`config.mk`:
```
export PLATFORM = sky130hd
export DESIGN_NAME = uart_baud_ctrl_flat
export DESIGN_NICKNAME = d
export VERILOG_FILES = /design/src/rtl/uart_baud_if.sv /design/src/rtl/uart_baud_ctrl.sv /design/src/flat_wrapper.sv
export SDC_FILE = /design/constraint.sdc
export NUM_CORES = 1
export LEC_CHECK = 0
export BUFFER_PORTS_ARGS = -buffer_cell sky130_fd_sc_hd__buf_2
export CAP_MARGIN = 5
export CORE_MARGIN = 8
export CORE_UTILIZATION = 46
export DETAILED_ROUTE_END_ITERATION = 16
export GPL_TIMING_DRIVEN = 0
export PLACE_DENSITY = 0.64
export SYNTH_ARGS = -nofsm -noshare
export SYNTH_HDL_FRONTEND = slang
export SYNTH_SLANG_ARGS = --single-unit
```
`constraint.sdc`:
```
create_clock -name clk -period 3.3 [get_ports clk]
set_input_delay 0.495 -clock clk [delete_from_list [all_inputs] [get_ports clk]]
set_output_delay 0.495 -clock clk [all_outputs]
set_load 0.02 [all_outputs]
```
`src/rtl/uart_baud_if.sv`:
```
// uart_baud_if: run-control, configuration handshake and timing-strobe bundle of the baud controller (optional fractional fields under UART_BAUD_FRAC_EN)
interface uart_baud_if #(
    parameter int DIV_W = 16
);
    logic             en;
    logic             line_busy;
    logic             cfg_valid;
    logic [DIV_W-1:0] cfg_div;
    logic             cfg_ready;
    logic             cfg_done;
    logic             cfg_err;
    logic             tick_os;
    logic             tick_bit;
    logic [3:0]       phase;
    logic [DIV_W-1:0] div_active;
`ifdef UART_BAUD_FRAC_EN
    logic [3:0]       cfg_frac;
    logic [3:0]       frac_active;
    modport master (
        output en, line_busy, cfg_valid, cfg_div, cfg_frac,
        input  cfg_ready, cfg_done, cfg_err, tick_os, tick_bit, phase, div_active, frac_active
    );
    modport slave (
        input  en, line_busy, cfg_valid, cfg_div, cfg_frac,
        output cfg_ready, cfg_done, cfg_err, tick_os, tick_bit, phase, div_active, frac_active
    );
`else
    modport master (
        output en, line_busy, cfg_valid, cfg_div,
        input  cfg_ready, cfg_done, cfg_err, tick_os, tick_bit, phase, div_active
    );
    modport slave (
        input  en, line_busy, cfg_valid, cfg_div,
        output cfg_ready, cfg_done, cfg_err, tick_os, tick_bit, phase, div_active
    );
`endif
endinterface

```
`src/rtl/uart_baud_ctrl.sv`:
```
// uart_baud_ctrl: programmable baud divisor with 16x oversample/bit strobes and safe-point rate switching (UART_BAUD_FRAC_EN adds fractional divisor)
module uart_baud_ctrl #(
    parameter int DIV_W       = 16,
    parameter int DEFAULT_DIV = 81,
    parameter int MIN_DIV     = 2
) (
    input logic       clk,
    input logic       rst,
    uart_baud_if.slave bus
);
    localparam logic [DIV_W-1:0] DEF = DIV_W'(DEFAULT_DIV);
    localparam logic [DIV_W-1:0] MIN = DIV_W'(MIN_DIV);

    typedef enum logic [1:0] {IDLE, RUN, PEND} state_t;

    state_t           state_q, state_d;
    logic [DIV_W-1:0] div_active_q, div_active_d;
    logic [DIV_W-1:0] pend_div_q, pend_div_d;
    logic [DIV_W-1:0] div_cnt_q, div_cnt_d;
    logic [DIV_W-1:0] limit;
    logic [3:0]       phase_q, phase_d;
    logic             tick_os_q, tick_os_d;
    logic             tick_bit_q, tick_bit_d;
    logic             done_q, done_d;
    logic             err_q, err_d;
    logic             accept, bad, apply, wrap, extra;

`ifdef UART_BAUD_FRAC_EN
    logic [3:0] frac_q, frac_d;
    logic [3:0] pend_frac_q, pend_frac_d;
    logic [3:0] acc_q, acc_d;
    logic [4:0] acc_sum;

    // fractional accumulator: a carry on this period's add stretches the period by one clk
    always_comb begin
        acc_sum     = {1'b0, acc_q} + {1'b0, frac_q};
        extra       = acc_sum[4];
        frac_d      = apply ? pend_frac_q : frac_q;
        pend_frac_d = (accept && !bad) ? bus.cfg_frac : pend_frac_q;
        acc_d       = (!bus.en || apply) ? 4'd0 : wrap ? acc_sum[3:0] : acc_q;
    end

    // fractional state registers
    always_ff @(posedge clk or posedge rst) begin
        if (rst) begin
            frac_q      <= 4'd0;
            pend_frac_q <= 4'd0;
            acc_q       <= 4'd0;
        end else begin
            frac_q      <= frac_d;
            pend_frac_q <= pend_frac_d;
            acc_q       <= acc_d;
        end
    end

    assign bus.frac_active = frac_q;
`else
    assign extra = 1'b0;
`endif

    // handshake, safe-point apply, counters and strobes
    always_comb begin
        accept       = bus.cfg_valid && state_q != PEND;
        bad          = bus.cfg_div < MIN;
        apply        = state_q == PEND && !bus.line_busy && (!bus.en || tick_bit_q);
        limit        = extra ? div_active_q : div_active_q - DIV_W'(1);
        wrap         = bus.en && !apply && div_cnt_q == limit;
        div_cnt_d    = (wrap || !bus.en || apply) ? '0 : div_cnt_q + DIV_W'(1);
        phase_d      = (!bus.en || apply) ? 4'd0 : wrap ? phase_q + 4'd1 : phase_q;
        tick_os_d    = wrap;
        tick_bit_d   = wrap && phase_q == 4'd15;
        div_active_d = apply ? pend_div_q : div_active_q;
        pend_div_d   = (accept && !bad) ? bus.cfg_div : pend_div_q;
        err_d        = accept && bad;
        done_d       = apply;
        state_d      = ((state_q == PEND && !apply) || (accept && !bad)) ? PEND : bus.en ? RUN : IDLE;
    end

    // state and timing registers
    always_ff @(posedge clk or posedge rst) begin
        if (rst) begin
            state_q      <= IDLE;
            div_active_q <= DEF;
            pend_div_q   <= '0;
            div_cnt_q    <= '0;
            phase_q      <= 4'd0;
            tick_os_q    <= 1'b0;
            tick_bit_q   <= 1'b0;
            done_q       <= 1'b0;
            err_q        <= 1'b0;
        end else begin
            state_q      <= state_d;
            div_active_q <= div_active_d;
            pend_div_q   <= pend_div_d;
            div_cnt_q    <= div_cnt_d;
            phase_q      <= phase_d;
            tick_os_q    <= tick_os_d;
            tick_bit_q   <= tick_bit_d;
            done_q       <= done_d;
            err_q        <= err_d;
        end
    end

    assign bus.cfg_ready  = state_q != PEND;
    assign bus.cfg_done   = done_q;
    assign bus.cfg_err    = err_q;
    assign bus.tick_os    = tick_os_q;
    assign bus.tick_bit   = tick_bit_q;
    assign bus.phase      = phase_q;
    assign bus.div_active = div_active_q;
endmodule

```
`src/flat_wrapper.sv`:
```
// flat-port wrapper written by rule: the top's interface ports become plain ports
module uart_baud_ctrl_flat 
#(
    parameter int DIV_W       = 16,
    parameter int DEFAULT_DIV = 81,
    parameter int MIN_DIV     = 2
)
  (clk, rst, bus_en, bus_line_busy, bus_cfg_valid, bus_cfg_div, bus_cfg_ready, bus_cfg_done, bus_cfg_err, bus_tick_os, bus_tick_bit, bus_phase, bus_div_active);
  uart_baud_if #(.DIV_W(DIV_W)) bus_i ();
  input logic clk;
  input logic rst;
  input wire logic [$bits(bus_i.en)-1:0] bus_en;
  input wire logic [$bits(bus_i.line_busy)-1:0] bus_line_busy;
  input wire logic [$bits(bus_i.cfg_valid)-1:0] bus_cfg_valid;
  input wire logic [$bits(bus_i.cfg_div)-1:0] bus_cfg_div;
  output wire logic [$bits(bus_i.cfg_ready)-1:0] bus_cfg_ready;
  output wire logic [$bits(bus_i.cfg_done)-1:0] bus_cfg_done;
  output wire logic [$bits(bus_i.cfg_err)-1:0] bus_cfg_err;
  output wire logic [$bits(bus_i.tick_os)-1:0] bus_tick_os;
  output wire logic [$bits(bus_i.tick_bit)-1:0] bus_tick_bit;
  output wire logic [$bits(bus_i.phase)-1:0] bus_phase;
  output wire logic [$bits(bus_i.div_active)-1:0] bus_div_active;
  assign bus_i.en = bus_en;
  assign bus_i.line_busy = bus_line_busy;
  assign bus_i.cfg_valid = bus_cfg_valid;
  assign bus_i.cfg_div = bus_cfg_div;
  assign bus_cfg_ready = bus_i.cfg_ready;
  assign bus_cfg_done = bus_i.cfg_done;
  assign bus_cfg_err = bus_i.cfg_err;
  assign bus_tick_os = bus_i.tick_os;
  assign bus_tick_bit = bus_i.tick_bit;
  assign bus_phase = bus_i.phase;
  assign bus_div_active = bus_i.div_active;
  uart_baud_ctrl #(.DIV_W(DIV_W), .DEFAULT_DIV(DEFAULT_DIV), .MIN_DIV(MIN_DIV)) u_core (.clk(clk), .rst(rst), .bus(bus_i));
endmodule
```
==> metrics.md <==
| Metric | Value |
|---|---|
| Final setup violation count | 0 |
| Peak Freq | 0.331 GHz |
| Power share of the clock group | a little over a fifth |
| Status | complete, no violations |
| Fillers | 573 |
| Pin count of the biggest net entering global routing | 32 |
| Setup bufs post-CTS | 0 |
| Most frequent cells in the layout | 55 x dfrtp_1, 47 x buf_2, 31 x mux2_2 |
| CP startpoint | u_core.bus.div_active[0]$_DFFE_PP1P_ |
| Final Cycle Share | 91.6% |
| Seq pwr share | 41.0% |
| CTS sink count | 58 |
| Post-Syn Area | around 3000 um^2 |
| Layout cells sized above 1 | 31.3% |
| Synthesized flop and latch total | 58 |
| Gpl congestion | 0.812 |
| TritonCTS buffer count | 9 |
| Vias per cell | 5.33 |
| Depth of the worst register-to-register path | 9 |
| Pre-CTS worst setup slack | 0.131 ns |
| CP required | between 3 and 4 ns |
| Main combinational cell family by area after synthesis | simple AND/OR/NAND/NOR gates |
| Worst-path clk slew | 0.06 ns |
| Antenna cells | 0 |
| Synth top area share | 46.4% |
| Worst min path class | primary input to asynchronous set/reset pin |
| CP Launch Type | flop |
| Post-synth top area cell | dfrtp_1 |
| Top cells by area, synth | dfrtp_1 46%, mux2_2 12%, xnor2_1 4.7% |
| Initial Util | between 40% and 50% |
| Die X-Extent | 96.3 um |
| Simple-Gate Fraction of Synth Area | 20.8% |
| Unique cell type count in the Yosys netlist | 41 |
| Remaining DRCs | 0 |
| Synth Area per Inst | 10.8 um^2 |
| Antenna violations before repair | 0 |
| Remaining global-route overflow | 0 |
| Commonest non-fill, non-tap cell in the layout | dfrtp_1 |
| Worst Path Arrival | 3.26 ns |
| Synth Area in Compound Gates | 5.02% |
| RR Startpoint | u_core.bus.div_active[0]$_DFFE_PP1P_ |
| Worst-margin pin slew | 0.659 ns |
| Initial DRT Pass Iterations | 5 |
| Mux contribution to synthesized area | 12.4% |
| I/O pins | 46 |
| Worst setup margin | 0.276 ns |
| Core Area | 6280 um^2 |
| Flop2flop setup slack | 0.28 ns |
| Net Sw Power | between 1 and 1.5 mW |
| CP endpoint kind | flop |
| DR vias | 2200 |
| Layout area overhead | 18.3% |
| Post-synthesis xor/xnor area fraction | 9.62% |
| Drt initial violations | 80 |
| Placed instance count | 397 |
| Total of max-cap violations | 0 |
| Crit Path Max Fanout | 9 |
| Register Area | 1460 um^2 |
| Leakage | 1.55 nW |
| Total negative slack | 0 ns |
| Final instance area | 3510 um^2 |
| Endpoints failing hold | 0 |
| Port bufs | 45 |
| Die height | 96.3 um |
| Yosys warnings | 0 |
| Final wirelength | 6.44 mm |
| RSZ-0062 raised after global routing | false |
| WL/cell | around 16 um |
| Slew headroom | 55.7% |
| Skew-Pair Late Insertion Delay | 0.34 ns |
| Post-CTS Hold Buffers | 0 |
| Final Non-Filler Cells | 413 |
| Pwr Density | 831 nW/um^2 |
| Period minus WS final | 3.02 ns |
| Post-Syn Nets | 298 |
| Final ANT Viol Nets | 0 |
| Combinational power share | 37.1% |
| Die area | 9270 um^2 |
| # rows | 29 |
| Internal power | 1.83 mW |
| Placed cell areas | 3310 um^2 |
| Worst VDD drop | between 0.5 and 0.6 mV |
| # H-tree levels | 3 |
| Clk root buf | clkbuf_8 |
| Mapped Cells | 274 |
| Register area share after synthesis | between 40% and 50% |
| Multi-input gate area | 1460 um^2 |
| Vias in the first global route | 2238 |
| Hpwl dp | 4.90 mm |
| Final nets | between 300 and 400 |
| Sw Share | 37.4% |
| First-pass GRT wire length | 10.9 mm |
| Skew final | between 0.008 and 0.009 ns |
| R2R Path End | u_core.bus.tick_bit$_DFF_PP0_ |
| CTS Buffer Depth | 2 |
| Adder-Cell Fraction of Synth Area | 1.27% |
| Tot GR Track Use | 15.5% |
| TritonCTS clock tree | done |
| Kind of critical path | flop to flop |
| Slew Limit Fails | 0 |
==> power by group through the flow <==
stage | Sequential (mW) | Combinational [mW] | Clock, mW
floorplan | 1.26 | 0.705 | 0
finish | 1.19 | 1.08 | 0.640
detailed placement | 1.21 | 1.09 | 0
global route | 1.23 | 1.20 | 0.688
CTS | 1.20 | 1.09 | 0.656
global placement | 1.20 | 1.06 | 0
==> repair_timing <==
action / in CTS / in global routing
resized for setup: 0 / 1
endpoints found under the setup margin: 0 / 10
hold endpoints to repair: 0 / 0
==> registers in the layout, summed over array words and instances, names as in the netlist <==
register,count
u_core.bus.div_active,16
u_core.bus.phase,4
u_core.pend_div_q,16
u_core.bus.tick_os,1
u_core.bus.cfg_err,1
u_core.bus.tick_bit,1
u_core.div_cnt_q,16
u_core.bus.cfg_done,1
u_core.state_q,2
==> how the worst max path moves through the flow <==
| stage | cells after the start | endpoint |
|---|---|---|
| 2_1_floorplan | 10 | u_core.div_cnt_q[10]$_DFF_PP0_ |
| 3_3_place_gp | 10 | u_core.div_cnt_q[14]$_DFF_PP0_ |
| 3_5_place_dp | 10 | u_core.div_cnt_q[8]$_DFF_PP0_ |
| 4_1_cts | 10 | u_core.div_cnt_q[8]$_DFF_PP0_ |
| 5_1_grt | 9 | u_core.bus.tick_bit$_DFF_PP0_ |
| 6_report | 9 | u_core.bus.tick_bit$_DFF_PP0_ |
==> critical path, stage by stage (launching register included) <==
cell and delay, ns:
dfstp_2 0.62, inv_1 0.08, ha_1 0.27, nor4b_4 0.18
nand2_1 0.14, mux2_2 0.34, a31oi_1 0.14, o21ai_1 0.26
or4_1 0.66, nor3_1 0.24
==> cell type report <==
cell class | instances | share of cell area (%)
multi-input cells | 202 | 41.6
flip-flops and latches | 58 | 41.5
repair buffers | 46 | 6.99
clock buffers | 11 | 4.03
well taps | 77 | 2.75
clock inverters | 5 | 1.57
plain buffers | 8 | 0.927
inverters | 6 | 0.642
==> metrics by stage <==
step	hold slack (ns)	power (mW)	util (%)
floorplan	0.444	1.97	-
global placement	0.465	2.27	52.4
detailed placement	0.482	2.30	52.7
CTS	0.246	2.95	55.8
global route	0.282	3.12	55.9
finish	0.232	2.92	55.9
==> cells in the mapped netlist <==
cell type / count
clkbuf_1: 6
o21ai_1: 2
xnor2_1: 16
o31ai_1: 2
nand2_1: 16
nor2_1: 30
nor3_1: 8
nand3b_1: 4
nand4_1: 1
nand4b_1: 1
ha_1: 3
a21oi_1: 3
nand3_1: 17
and3_1: 6
and3b_1: 2
a41oi_1: 2
nand2b_1: 7
dfrtp_1: 55
a311oi_1: 1
o21bai_1: 1
nor4_1: 5
dfstp_2: 3
nand4_2: 1
or4_4: 1
xnor3_1: 1
mux2i_1: 2
buf_2: 2
nor4_4: 1
xor2_1: 14
nor2b_1: 2
nor4b_4: 1
mux2_2: 31
o22ai_1: 1
nor3_2: 2
o21ai_0: 7
inv_1: 6
or4_1: 3
or3_1: 3
a21o_1: 1
a31oi_1: 3
o211ai_1: 1
==> cells by family (layout without fill, tap and decap cells) <==
logic type	count (synthesis)	count (layout)
AO/OA/AOI/OAI	24	24
XOR/XNOR	31	31
adder cells (fa/ha/maj)	3	3
buffers and inverters	14	76
flip-flops	58	58
multiplexers	33	33
AND/OR/NAND/NOR	111	111
==> metal layers <==
layer / share of wire, % / vias to the layer above / wire length, um / track usage (%)
met2: 46 / 42 / 2980 / 23.4
met1: 49 / 1061 / 3130 / 20.5
met3: 3.2 / 10 / 207 / 3.35
li1: - / 1087 / - / -
met5: 0 / - / 0 / 0
met4: 1.8 / 0 / 119 / 8.32
(Power assumes the default switching activity.)
